**config.mk**
```make
export PLATFORM = sky130hd
export DESIGN_NAME = position_move_ctrl
export DESIGN_NICKNAME = d
export VERILOG_FILES = /design/src/rtl/position_move_ctrl_pkg.sv /design/src/rtl/move_timer.sv /design/src/rtl/position_move_ctrl.sv
export SDC_FILE = /design/constraint.sdc
export NUM_CORES = 1
export LEC_CHECK = 0
export CAP_MARGIN = 10
export CORE_UTILIZATION = 62
export CTS_CLUSTER_SIZE = 28
export DETAILED_ROUTE_END_ITERATION = 10
export PLACE_DENSITY = 0.87
export SLEW_MARGIN = 20
export SYNTH_ARGS = -nofsm -noshare
export SYNTH_HDL_FRONTEND = slang
export SYNTH_SLANG_ARGS = --single-unit
```
**constraint.sdc**
```tcl
create_clock -name CLOCK_50 -period 7.05 [get_ports CLOCK_50]
set_input_delay 1.7625 -clock CLOCK_50 [delete_from_list [all_inputs] [get_ports CLOCK_50]]
set_output_delay 1.7625 -clock CLOCK_50 [all_outputs]
set_load 0.01 [all_outputs]
```
**src/rtl/position_move_ctrl_pkg.sv**
```systemverilog
// Shared definitions for the position move controller.
//   state_e   : FSM state encoding (IDLE, MOVE, SETTLE, DONE)
//   status_e  : completion status codes reported on the status port
//   cnt_width : bit width needed for a counter that must hold a given terminal value
package position_move_ctrl_pkg;

   typedef enum logic [1:0] {
      StIdle   = 2'b00,
      StMove   = 2'b01,
      StSettle = 2'b10,
      StDone   = 2'b11
   } state_e;

   typedef enum logic [1:0] {
      StatusOk      = 2'b00,
      StatusAborted = 2'b01,
      StatusTimeout = 2'b10
   } status_e;

   function automatic int unsigned cnt_width(input int unsigned terminal);
      return (terminal < 2) ? 1 : $clog2(terminal + 1);
   endfunction

endpackage

```
**src/rtl/move_timer.sv**
```systemverilog
// Cycle counter with synchronous clear, count enable and a terminal-compare output.
//   clk_i  : clock, rising edge
//   rst_ni : asynchronous active-low reset, clears the count
//   clr_i  : synchronous clear (wins over en_i)
//   en_i   : count this cycle
//   hit_o  : the count reaches Terminal on the coming edge (en_i high, count at Terminal-1)
module move_timer
   import position_move_ctrl_pkg::*;
#(
   parameter int unsigned Width    = 8,
   parameter int unsigned Terminal = 100
) (
   input  logic clk_i,
   input  logic rst_ni,
   input  logic clr_i,
   input  logic en_i,
   output logic hit_o
);

   localparam logic [Width-1:0] Last = Width'(Terminal - 1);
   localparam logic [Width-1:0] Term = Width'(Terminal);

   logic [Width-1:0] cnt_q, cnt_d;

   // Saturates at Terminal so a held enable can never wrap back into range.
   always_comb begin
      cnt_d = cnt_q;
      if (clr_i) begin
         cnt_d = '0;
      end else if (en_i && (cnt_q != Term)) begin
         cnt_d = cnt_q + Width'(1);
      end
   end

   always_ff @(posedge clk_i or negedge rst_ni) begin
      if (!rst_ni) begin
         cnt_q <= '0;
      end else begin
         cnt_q <= cnt_d;
      end
   end

   // Flags the edge on which the count becomes Terminal, so the owner can act on that same edge.
   assign hit_o = en_i && (cnt_q == Last);

endmodule

```
**src/rtl/position_move_ctrl.sv**
```systemverilog
// Closed-loop point-to-point move controller for a quadrature-encoded axis.
//   CLOCK_50   : clock, rising edge
//   rst_n      : asynchronous active-low reset
//   cmd_valid  : move command present;  cmd_ready : command can be accepted (IDLE only)
//   cmd_target : target position, two's complement
//   abort      : terminate the current move
//   enc_count  : encoder position, two's complement, synchronous to CLOCK_50
//   motor_en   : drive enable;  motor_dir : 1 drives toward increasing count
//   busy       : move in progress;  done : one-cycle completion pulse
//   status     : 00 ok, 01 aborted, 10 timeout; held until the next accept
module position_move_ctrl
   import position_move_ctrl_pkg::*;
#(
   parameter int unsigned COUNTBITS      = 24,
   parameter int unsigned TOL            = 4,
   parameter int unsigned SETTLE_CYCLES  = 1000,
   parameter int unsigned TIMEOUT_CYCLES = 50000000
) (
   input  logic                 CLOCK_50,
   input  logic                 rst_n,
   input  logic                 cmd_valid,
   output logic                 cmd_ready,
   input  logic [COUNTBITS-1:0] cmd_target,
   input  logic                 abort,
   input  logic [COUNTBITS-1:0] enc_count,
   output logic                 motor_en,
   output logic                 motor_dir,
   output logic                 busy,
   output logic                 done,
   output logic [1:0]           status
);

   localparam int unsigned SettleW  = cnt_width(SETTLE_CYCLES);
   localparam int unsigned TimeoutW = cnt_width(TIMEOUT_CYCLES);
   localparam logic signed [COUNTBITS:0] TolS = (COUNTBITS + 1)'(TOL);

   state_e               state_q;
   status_e              status_q;
   logic [COUNTBITS-1:0] target_q;
   logic                 motor_en_q, motor_dir_q, busy_q, done_q, cmd_ready_q;

   logic [COUNTBITS-1:0]      err_tgt;
   logic signed [COUNTBITS:0] err;
   logic                      in_window, err_pos, accept, active;
   logic                      settle_en, settle_hit, timeout_hit;

   assign accept = cmd_valid && cmd_ready_q;
   assign active = (state_q == StMove) || (state_q == StSettle);

   // On the accept cycle the target is not registered yet, so the first direction is taken
   // from the command itself.
   assign err_tgt = (state_q == StIdle) ? cmd_target : target_q;

   // One extra bit keeps the difference of two full-range positions from wrapping.
   assign err = $signed({err_tgt[COUNTBITS-1], err_tgt})
              - $signed({enc_count[COUNTBITS-1], enc_count});

   assign in_window = (err <= TolS) && (err >= -TolS);
   assign err_pos   = !err[COUNTBITS] && (err != '0);

   // Any out-of-window cycle in SETTLE (or leaving SETTLE) restarts the settle count.
   assign settle_en = (state_q == StSettle) && in_window;

   move_timer #(
      .Width    (SettleW),
      .Terminal (SETTLE_CYCLES)
   ) u_settle_timer (
      .clk_i  (CLOCK_50),
      .rst_ni (rst_n),
      .clr_i  (!settle_en),
      .en_i   (settle_en),
      .hit_o  (settle_hit)
   );

   move_timer #(
      .Width    (TimeoutW),
      .Terminal (TIMEOUT_CYCLES)
   ) u_timeout_timer (
      .clk_i  (CLOCK_50),
      .rst_ni (rst_n),
      .clr_i  (accept),
      .en_i   (active),
      .hit_o  (timeout_hit)
   );

   always_ff @(posedge CLOCK_50 or negedge rst_n) begin
      if (!rst_n) begin
         state_q     <= StIdle;
         status_q    <= StatusOk;
         target_q    <= '0;
         motor_en_q  <= 1'b0;
         motor_dir_q <= 1'b0;
         busy_q      <= 1'b0;
         done_q      <= 1'b0;
         cmd_ready_q <= 1'b0;
      end else begin
         done_q <= 1'b0;
         unique case (state_q)
            StIdle: begin
               cmd_ready_q <= 1'b1;
               if (accept) begin
                  state_q     <= StMove;
                  status_q    <= StatusOk;
                  target_q    <= cmd_target;
                  motor_en_q  <= 1'b1;
                  motor_dir_q <= err_pos;
                  busy_q      <= 1'b1;
                  cmd_ready_q <= 1'b0;
               end
            end
            StMove, StSettle: begin
               // Priority: abort, then timeout, then settle complete.
               if (abort || timeout_hit || settle_hit) begin
                  state_q    <= StDone;
                  motor_en_q <= 1'b0;
                  busy_q     <= 1'b0;
                  done_q     <= 1'b1;
                  if (abort) begin
                     status_q <= StatusAborted;
                  end else if (timeout_hit) begin
                     status_q <= StatusTimeout;
                  end else begin
                     status_q <= StatusOk;
                  end
               end else if (in_window) begin
                  state_q    <= StSettle;
                  motor_en_q <= 1'b0;
               end else begin
                  state_q     <= StMove;
                  motor_en_q  <= 1'b1;
                  motor_dir_q <= err_pos;
               end
            end
            StDone: begin
               state_q     <= StIdle;
               cmd_ready_q <= 1'b1;
            end
            default: begin
               state_q <= StIdle;
            end
         endcase
      end
   end

   assign cmd_ready = cmd_ready_q;
   assign motor_en  = motor_en_q;
   assign motor_dir = motor_dir_q;
   assign busy      = busy_q;
   assign done      = done_q;
   assign status    = status_q;

endmodule

```
======== Word level (Yosys, flattened, before mapping) ========
Cells that the tools add are included.
storage, ports and cells
  bits in registers ....................... 69
  input port bits ......................... 52
  output and inout port bits .............. 7
  logic and storage cells ................. 77
cells by class
  add/subtract/negate cells ............... 3
  magnitude comparators ................... 2
  equality and inequality tests ........... 12
  multiplexer cells ....................... 28
  reduce and logical (&&, ||, !) cells .... 22
operators with widths
  operator                 count
  $mux W26                 2
  $add A26 B1 Y26 const B  1
  $eq A26 B26 Y1 const B   1
  $ne A26 B26 Y1 const B   1
  $ge A25 B3 Y1 const B    1
  $le A25 B4 Y1 const B    1
  $reduce_bool A25 Y1      1
  $sub A24 B24 Y25         1
  $mux W24                 1
  $mux W10                 2
  $mux W2                  7
  $add A10 B1 Y10 const B  1
  $eq A10 B10 Y1 const B   1
  $mux W1                  10
  $ne A10 B10 Y1 const B   1
  $ne A2 B2 Y1 const B     5
  $logic_and A1 B1 Y1      8
  $pmux W1 S2              4
  $pmux W2 S3              1
  $reduce_bool A2 Y1       3
  $eq A2 B2 Y1 const B     2
  $pmux W2 S2              1
  $reduce_and A2 Y1        2
  $reduce_and A4 Y1        1
  6 further kinds          8

======== Logic depth before layout (Yosys ltp) ========
Gate-level depths: netlist of run 1.
  depth after elaboration ................. 10
  mapped depth ............................ 19

======== By module ========
From an unflattened synthesis of run 1, not the netlist that was laid out.
unflattened totals
  cells, all modules ...................... 617
  area total of the unflattened synthesis .. 5460.2 um^2
modules (own cells, without submodules)
  module                        times used  cells an instance  area each (um^2)  seq. area each (um^2)
  position_move_ctrl            1           387                3304.4            825.8
  move_timer (u_timeout_timer)  1           163                1547.7            650.6
  move_timer (u_settle_timer)   1           67                 608.1             250.2

======== Worst setup path after synthesis of run 1 ========
OpenSTA, ideal clock, no wires.
  path type ............................... input port to flip-flop
  start point ............................. input cmd_target[10]
  end point ............................... register busy_q, in the netlist busy
  library setup time ...................... 0.124 ns
  data arrival time ....................... 4.800 ns
  data required time ...................... 6.926 ns
  slack ................................... 2.126 ns
  stages .................................. 14
  path through ............................ mux2_2 -> ha_1 -> buf_2 -> and3_1 -> nand2_1 -> a2111oi_2 -> nor3_2 -> o41ai_4 -> xnor2_1 -> nand4_1 -> nor4_2 -> o2bb2ai_4 -> a21oi_2 -> a211o_1
on the way
  cells in the longest elaborated chain, start to end .. 9
  elaborated cells on any way between the ends .. 10
ends and longest elaborated chain
  what                                                   line                       RTL
  from (decl)                                            position_move_ctrl.sv:23   input logic [COUNTBITS-1:0] cmd_target,
  $mux W24 (*)                                           position_move_ctrl.sv:52   assign err_tgt = (state_q == StIdle) ? cmd_target : target_q;
  $sub A24 B24 Y25 (*)                                   position_move_ctrl.sv:56   - $signed({enc_count[COUNTBITS-1], enc_count});
  $le A25 B4 Y1 / $ge A25 B3 Y1 (equally long branches)  position_move_ctrl.sv:58   assign in_window = (err <= TolS) && (err >= -TolS);
  $logic_and A1 B1 Y1 (*)                                position_move_ctrl.sv:58
  $logic_and A1 B1 Y1 (*)                                position_move_ctrl.sv:62   assign settle_en = (state_q == StSettle) && in_window;
  $logic_and A1 B1 Y1 (*)                                move_timer.sv:44           assign hit_o = en_i && (cnt_q == Last);
  $logic_or A1 B1 Y1 (*)                                 position_move_ctrl.sv:113  if (abort || timeout_hit || settle_hit) begin
  $ne A2 B2 Y1 (no source line) (*)                      n/a
  $reduce_and A3 Y1 (no source line) (*)                 n/a
  to (signal assigned)                                   position_move_ctrl.sv:93   busy_q <= 1'b0;
  to (signal assigned)                                   position_move_ctrl.sv:107  busy_q <= 1'b1;
  to (signal assigned)                                   position_move_ctrl.sv:116  busy_q <= 1'b0;
  to (decl)                                              position_move_ctrl.sv:40   logic motor_en_q, motor_dir_q, busy_q, done_q, cmd_ready_q;
Every way passes the cells marked *; elsewhere a longest branch is shown, timed or not.
A chain may end at the register's enable or synchronous reset.

======== Final worst setup path of run 1 ========
  start point ............................. input cmd_target[0]
  end point ............................... register motor_en_q, in the netlist motor_en
on the way
  cells in the longest elaborated chain, start to end .. 9
  elaborated cells on any way between the ends .. 11
ends and longest elaborated chain
  what                                                   line                       RTL
  $mux W24 (*)                                           position_move_ctrl.sv:52
  $sub A24 B24 Y25 (*)                                   position_move_ctrl.sv:56
  $le A25 B4 Y1 / $ge A25 B3 Y1 (equally long branches)  position_move_ctrl.sv:58
  $logic_and A1 B1 Y1 (*)                                position_move_ctrl.sv:58
  $logic_and A1 B1 Y1                                    position_move_ctrl.sv:62
  $logic_and A1 B1 Y1                                    move_timer.sv:44
  $logic_or A1 B1 Y1                                     position_move_ctrl.sv:113
  $mux W1 (*)                                            position_move_ctrl.sv:113
  $pmux W1 S2 (*)                                        position_move_ctrl.sv:98   unique case (state_q)
  to (signal assigned)                                   position_move_ctrl.sv:105  motor_en_q <= 1'b1;
  to (signal assigned)                                   position_move_ctrl.sv:115  motor_en_q <= 1'b0;
  to (signal assigned)                                   position_move_ctrl.sv:127  motor_en_q <= 1'b0;
  to (decl)                                              position_move_ctrl.sv:40
Marked as above.

==> out/results.ini, run 1 <==
[placement]
portBuffers = 58
dpl.cell_count = 722
placedInstanceArea_um2 = 5880
dp_hpwl_mm = 9.11
dpl_worst_slack_ns = 1.22
globalplace.congestion = 0.983

[timing]
relSlewSlack_pct = 30.9
max_freq_mhz = 181
slew_viol_final = 0
fin_ws_ns = 1.52
fin_setup_tns_ns = 0
fin_worst_skew_ns = 0.0148
final.period_utilization_pct = 78.4
hold_viol = 0
fin_hold_ws_ns = 0.512
layout_min_cycle_time_ns = 5.53
finalSetupViolations = 0
rsz0062_at_grt = false
tightest_slew_ns = 1.04

[critical_path]
criticalPathCategory = primary input to flip-flop
worst_setup_path_start_kind = primary input
crit_start = cmd_target[0]
critPathMaxFanout = 6
cp-end-kind = flip-flop
reg2reg_depth = 17
regToRegEndpoint = motor_en
timing.reg2reg.setup_slack_ns = 2.30
cp.required_ns = 7.29
rr_startpoint = state_q[0]
crit_arrival_ns = 5.77

[clock_network]
cts-root-buf = clkbuf_8
ctsHtreeMaxLevel = 3
clkTransAtPathRegs_ns = 0.09
cts_setup_buffers = 0
post_cts_resized = 0
cts.sink_count = 69
ctsHoldBuffers = 0
cts_tree = built
cts_buffers = 9
clockBufferDepth = 2
insertion_delay_ns = 0.36

[synthesis]
synth_compound_area_share_pct = 16.6
synth_top_family_by_area = simple AND/OR/NAND/NOR gates
synth_area_um2 = 5250
avgSynthCellArea_um2 = 9.05
ys_seq_area_share_pct = 32.9
yosys.area_share.adder_pct = 8.01
yosys_warnings = 0
synth_flop_cell = dfrtp_1
async_flop_share_pct = 100
synthesis.nets = 665
synth_cells = 580
synth-xor-area-share_pct = 7.85
synth_edf_count = 0
synthMuxAreaShare_pct = 10.9
synth-simple-area-share_pct = 18.7
ys_ff_latch = 69
synth_cell_types = 66

[power]
p_per_area_nw_per_um2 = 428
intPower_mw = 1.42
p_sw_mw = 1.20
switching_share_pct = 45.8
pwr-share-seq_pct = 21.0
ir_drop_uv = 265
p_comb_share_pct = 64.2
p_total_mw = 2.62
cellLeakagePower_nw = 2.69
p_clk_share_pct = 14.8

[floorplan]
die_area_um2 = 8830
die_h_um = 94.0
initial_core_util_pct = 63.8
dieWidth_um = 94.0
core_area_um2 = 8220
io_pins = 59
num_rows = 33

[global_routing]
antenna_found_initial = 0
grt_pass1_vias = 4422
grt_pass1_wl_mm = 20.7
grt_usage_pct = 30.0
grt_overflow = 0
grt_start_max_net_pins = 70

[finish]
area_growth_pct = 16.4
design_area_um2 = 6110
antennaDiodeCount = 0
fillers = 619
fin_util_pct = 74.3
final_common_cell = dfrtp_1
final_cell_mix = dfrtp_1 (69), clkdlybuf4s50_1 (57), mux2_2 (48), nor2_1 (48), inv_1 (45)
final_layout_size_suffix_gt1_share_pct = 13.6
fin_cells = 738
finalNetCount = 713

[routing]
via_count = 4527
drtPass1Iterations = 5
wl_per_cell_um = 16.7
ant_nets = 0
wl_mm = 12.3
viasPerCell = 6.13
drc = 0
drt_iter0_drc = 182

[worst_hold_path]
whs_path_depth = 1
min_from = target_q[16]
worstHoldEndpoint = target_q[16]
hold_path_class = flip-flop to flip-flop

[status]
outcome = complete, no violations

[flow_run]
cap_violations = 0

[routing by layer]
layer | GRT usage (%) | wire, um | vias up
met5 | 0 | 0 | -
met4 | 10.4 | 241 | 0
met3 | 4.21 | 533 | 26
met2 | 54.8 | 6540 | 137
met1 | 35.7 | 5030 | 2201
li1 | - | - | 2163
[power groups by stage]
| stage | clock network (mW) | logic [mW] | registers [mW] |
|---|---|---|---|
| 2_1_floorplan | 0 | 1.28 | 0.547 |
| 3_3_place_gp | 0 | 1.61 | 0.548 |
| 3_5_place_dp | 0 | 1.64 | 0.558 |
| 4_1_cts | 0.388 | 1.65 | 0.550 |
| 5_1_grt | 0.408 | 1.85 | 0.562 |
| 6_report | 0.386 | 1.68 | 0.550 |
[cell type report]
type	instances	area [um^2]	share of cell area [%]
Inverter	45	169	2.77
Multi-Input combinational cell	442	3250	53.3
Timing Repair Buffer	61	598	9.79
Sequential cell	69	1730	28.3
Clock buffer	9	124	2.03
Clock inverter	7	105	1.72
Tap cell	105	131	2.15
[flip-flops by register name, summed over array words and instances, names as in the netlist]
register	cells
cmd_ready	1
u_settle_timer.cnt_q	10
target_q	24
done	1
status	2
busy	1
motor_dir	1
u_timeout_timer.cnt_q	26
motor_en	1
state_q	2
[synthesized netlist by cell type (4+ instances only)]
master,number,share of area (%)
a21o_1,7,1.0
a21oi_1,32,3.1
a31oi_1,5,0.60
and3_1,12,1.4
clkbuf_1,19,1.4
dfrtp_1,69,33
ha_1,32,7.6
inv_1,45,3.2
mux2_2,48,10
nand2_1,42,3.0
nand2b_1,5,0.60
nand3_1,18,1.7
nand4_1,15,1.8
nor2_1,48,3.4
nor2b_1,7,0.83
nor3_1,9,0.86
nor4_1,7,0.83
o211ai_1,4,0.57
o21a_1,8,1.1
o21ai_0,23,2.2
or3_1,7,0.83
xnor2_1,20,3.3
xor2_1,27,4.5
[kinds of logic (layout without fill, tap and decap cells)]
family | after synthesis | count (layout)
flip-flops | 69 | 69
multiplexers | 51 | 51
buffers and inverters | 69 | 122
AND/OR/NAND/NOR | 190 | 190
XOR/XNOR | 47 | 47
adder cells (fa/ha/maj) | 33 | 33
AO/OA/AOI/OAI | 121 | 121
[how the worst max path moves through the flow]
stage	to	slack, ns
after global routing	motor_en	1.35
after global placement	motor_en	1.27
after CTS	motor_en	1.60
after detailed placement	motor_en	1.22
after floorplan	busy	2.13
final	motor_en	1.52
[worst max-delay path, cell delays in order]
cell	delay [ns]
clkdlybuf4s50_1	0.41
mux2i_1	0.14
ha_1	0.19
inv_1	0.07
fa_1	0.41
a211oi_1	0.41
o21ai_1	0.28
xor2_1	0.22
or4_1	0.45
nor4_1	0.23
nand3b_1	0.14
nor4_2	0.41
o2bb2ai_4	0.20
o21ai_1	0.13
mux2_2	0.31
Power figures use the tool's default switching activity.
==> inputs of run 2 (changes only) <==
- CORE_UTILIZATION: 62 -> 58
- PLACE_DENSITY: 0.87 -> 0.82
- clock period: 7.05 -> 5.25 ns (I/O delays scaled with it)
==> run 2 against run 1 <==
Net effect:
- register-to-register slack got worse by 1.7 ns
- final cell count increased by 2.6%
- clock power increased by 34%
- setup slack got worse by 1.2 ns
- critical endpoint is now busy
- largest power group unchanged
==> out/results.ini, run 2 (synthesis results as in run 1) <==
[status]
outcome = complete, no violations

[clock_network]
cts-root-buf = clkbuf_8
cts_buffers = 9
ctsHtreeMaxLevel = 3
ctsHoldBuffers = 0
post_cts_resized = 0
cts.sink_count = 69
clockBufferDepth = 2
insertion_delay_ns = 0.36
cts_setup_buffers = 0
cts_tree = built
clkTransAtPathRegs_ns = 0.07

[global_routing]
grt_usage_pct = 27.9
grt_pass1_wl_mm = 21.5
grt_start_max_net_pins = 43
busiest_layer = met2
use_met1_pct = 33.3
antenna_found_initial = 0
grt_overflow = 0
grtUsageMet2_pct = 50.5
grt_pass1_vias = 4634
grt_use_met3_pct = 4.24

[floorplan]
num_rows = 34
dieWidth_um = 97.1
io_pins = 59
core_area_um2 = 8720
die_area_um2 = 9430
initial_core_util_pct = 60.2
die_h_um = 97.1

[timing]
slew_viol_final = 0
final.period_utilization_pct = 94.8
relSlewSlack_pct = 37.0
layout_min_cycle_time_ns = 4.98
fin_ws_ns = 0.275
fin_hold_ws_ns = 0.509
hold_viol = 0
max_freq_mhz = 201
tightest_slew_ns = 0.945
rsz0062_at_grt = false
finalSetupViolations = 0
fin_worst_skew_ns = 0.0119

[routing]
drt_iter0_drc = 191
ant_nets = 0
wl_mm = 12.4
drc = 0
via_count = 4501
wl_per_cell_um = 16.3
drtPass1Iterations = 4
viasPerCell = 5.95

[critical_path]
critPathMaxFanout = 5
worstPathCellList = clkdlybuf4s50_1 > mux2_2 > ha_1 > nor2b_1 > o2111ai_1 > a21oi_1 > a2111oi_0 > o21ai_0 > xor2_1 > or3_1 > nor4_2 > o2bb2ai_4 > a21oi_2 > a211o_1
cpPeakStageDelay_ns = 0.60
cp.required_ns = 5.49
critPathBufInv = 1
criticalPathCategory = primary input to flip-flop
critPathSlowestCell = a2111oi_0
cp-end-kind = flip-flop
critPathTopFamily = compound AO/OA/AOI/OAI gates
crit_arrival_ns = 5.21
worst_setup_path_start_kind = primary input

[placement]
globalplace.congestion = 0.984
portBuffers = 58
dpl_worst_slack_ns = -0.0858
dp_hpwl_mm = 9.49

[finish]
finalNetCount = 729
largest_registers = u_timeout_timer.cnt_q x26, target_q x24, u_settle_timer.cnt_q x10
largest_reg_flops = 26
antennaDiodeCount = 0
area_growth_pct = 18.8
largest-register = u_timeout_timer.cnt_q
final_common_cell = dfrtp_1
final_cell_mix = dfrtp_1 (69), clkdlybuf4s50_1 (57), mux2_2 (48), nor2_1 (48), inv_1 (45)
final_layout_size_suffix_gt1_share_pct = 15.6

[worst_hold_path]
hold_path_class = flip-flop to flip-flop

[power]
ir_drop_uv = 391
cellLeakagePower_nw = 2.76
p_per_area_nw_per_um2 = 575

[flow_run]
cap_violations = 0

[run 2: cell count changes in the layout (fill, tap and decap cells not counted)]
cell      change
inv_6         -1
clkinv_4      +1
nand2_1       +1
clkbuf_8      +1
inv_8         -1
buf_4        +16
nand2_2       -1
[run 2: path summary, 6_finish.rpt]
kind / startpoint / to / slack, ns / depth (start not counted)
worst min-delay path: target_q[15] / target_q[15] / 0.51 / 1
max in group asynchronous: rst_n / busy / 3.22 / 2
worst max register to register: state_q[1] / busy / 0.59 / 16
worst min register to register: target_q[15] / target_q[15] / 0.51 / 1
worst max-delay path: cmd_target[1] / busy / 0.27 / 14
min in group asynchronous: rst_n / u_timeout_timer.cnt_q[18] / 1.09 / 1
[run 2: cell type report]
cell class / count / area [um^2]
Inverter: 45 / 169
Fill cell: 678 / 2490
Sequential cell: 69 / 1730
Multi-Input combinational cell: 442 / 3250
Timing Repair Buffer: 77 / 718
Tap cell: 108 / 135
Clock buffer: 10 / 138
Clock inverter: 6 / 93.8
[run 2: worst reg2reg max path: stages (launching register included)]
cell and delay, ns:
dfrtp_1 0.41, inv_1 0.11, ha_1 0.20, buf_4 0.25, mux2_2 0.37, ha_1 0.36, a21o_1 0.26, a21oi_2 0.22
a21oi_1 0.11, a2111oi_0 0.60, o21ai_0 0.18, xor2_1 0.19, or3_1 0.40, nor4_2 0.29, o2bb2ai_4 0.19, a21oi_2 0.10
a211o_1 0.32
[run 2: metal layers]
metal	share of wire, %	vias up	routed length (um)
met2	51	106	6370
li1	-	2197	-
met4	2.1	0	255
met5	0	-	0
met3	3.5	22	437
met1	43	2176	5310
[run 2: report_power, final]
part / leakage [nW] / switching, mW / internal, mW / total [mW]
sequential: 0.900 / 0.0772 / 0.663 / 0.740
clock: 0.113 / 0.233 / 0.285 / 0.518
combinational: 1.75 / 1.29 / 1.03 / 2.33
[run 2: through the flow]
step	utilization [%]	power, mW	area [um^2]	TNS [ns]	std cells
2_1_floorplan	-	2.45	5250	0	580
5_1_grt	71.4	3.87	6230	0	757
4_1_cts	71.4	3.57	6230	0	757
6_report	71.4	3.58	6230	0	757
3_3_place_gp	68.8	3.00	6000	-0.00567	741
3_5_place_dp	68.8	3.03	6000	-0.492	741
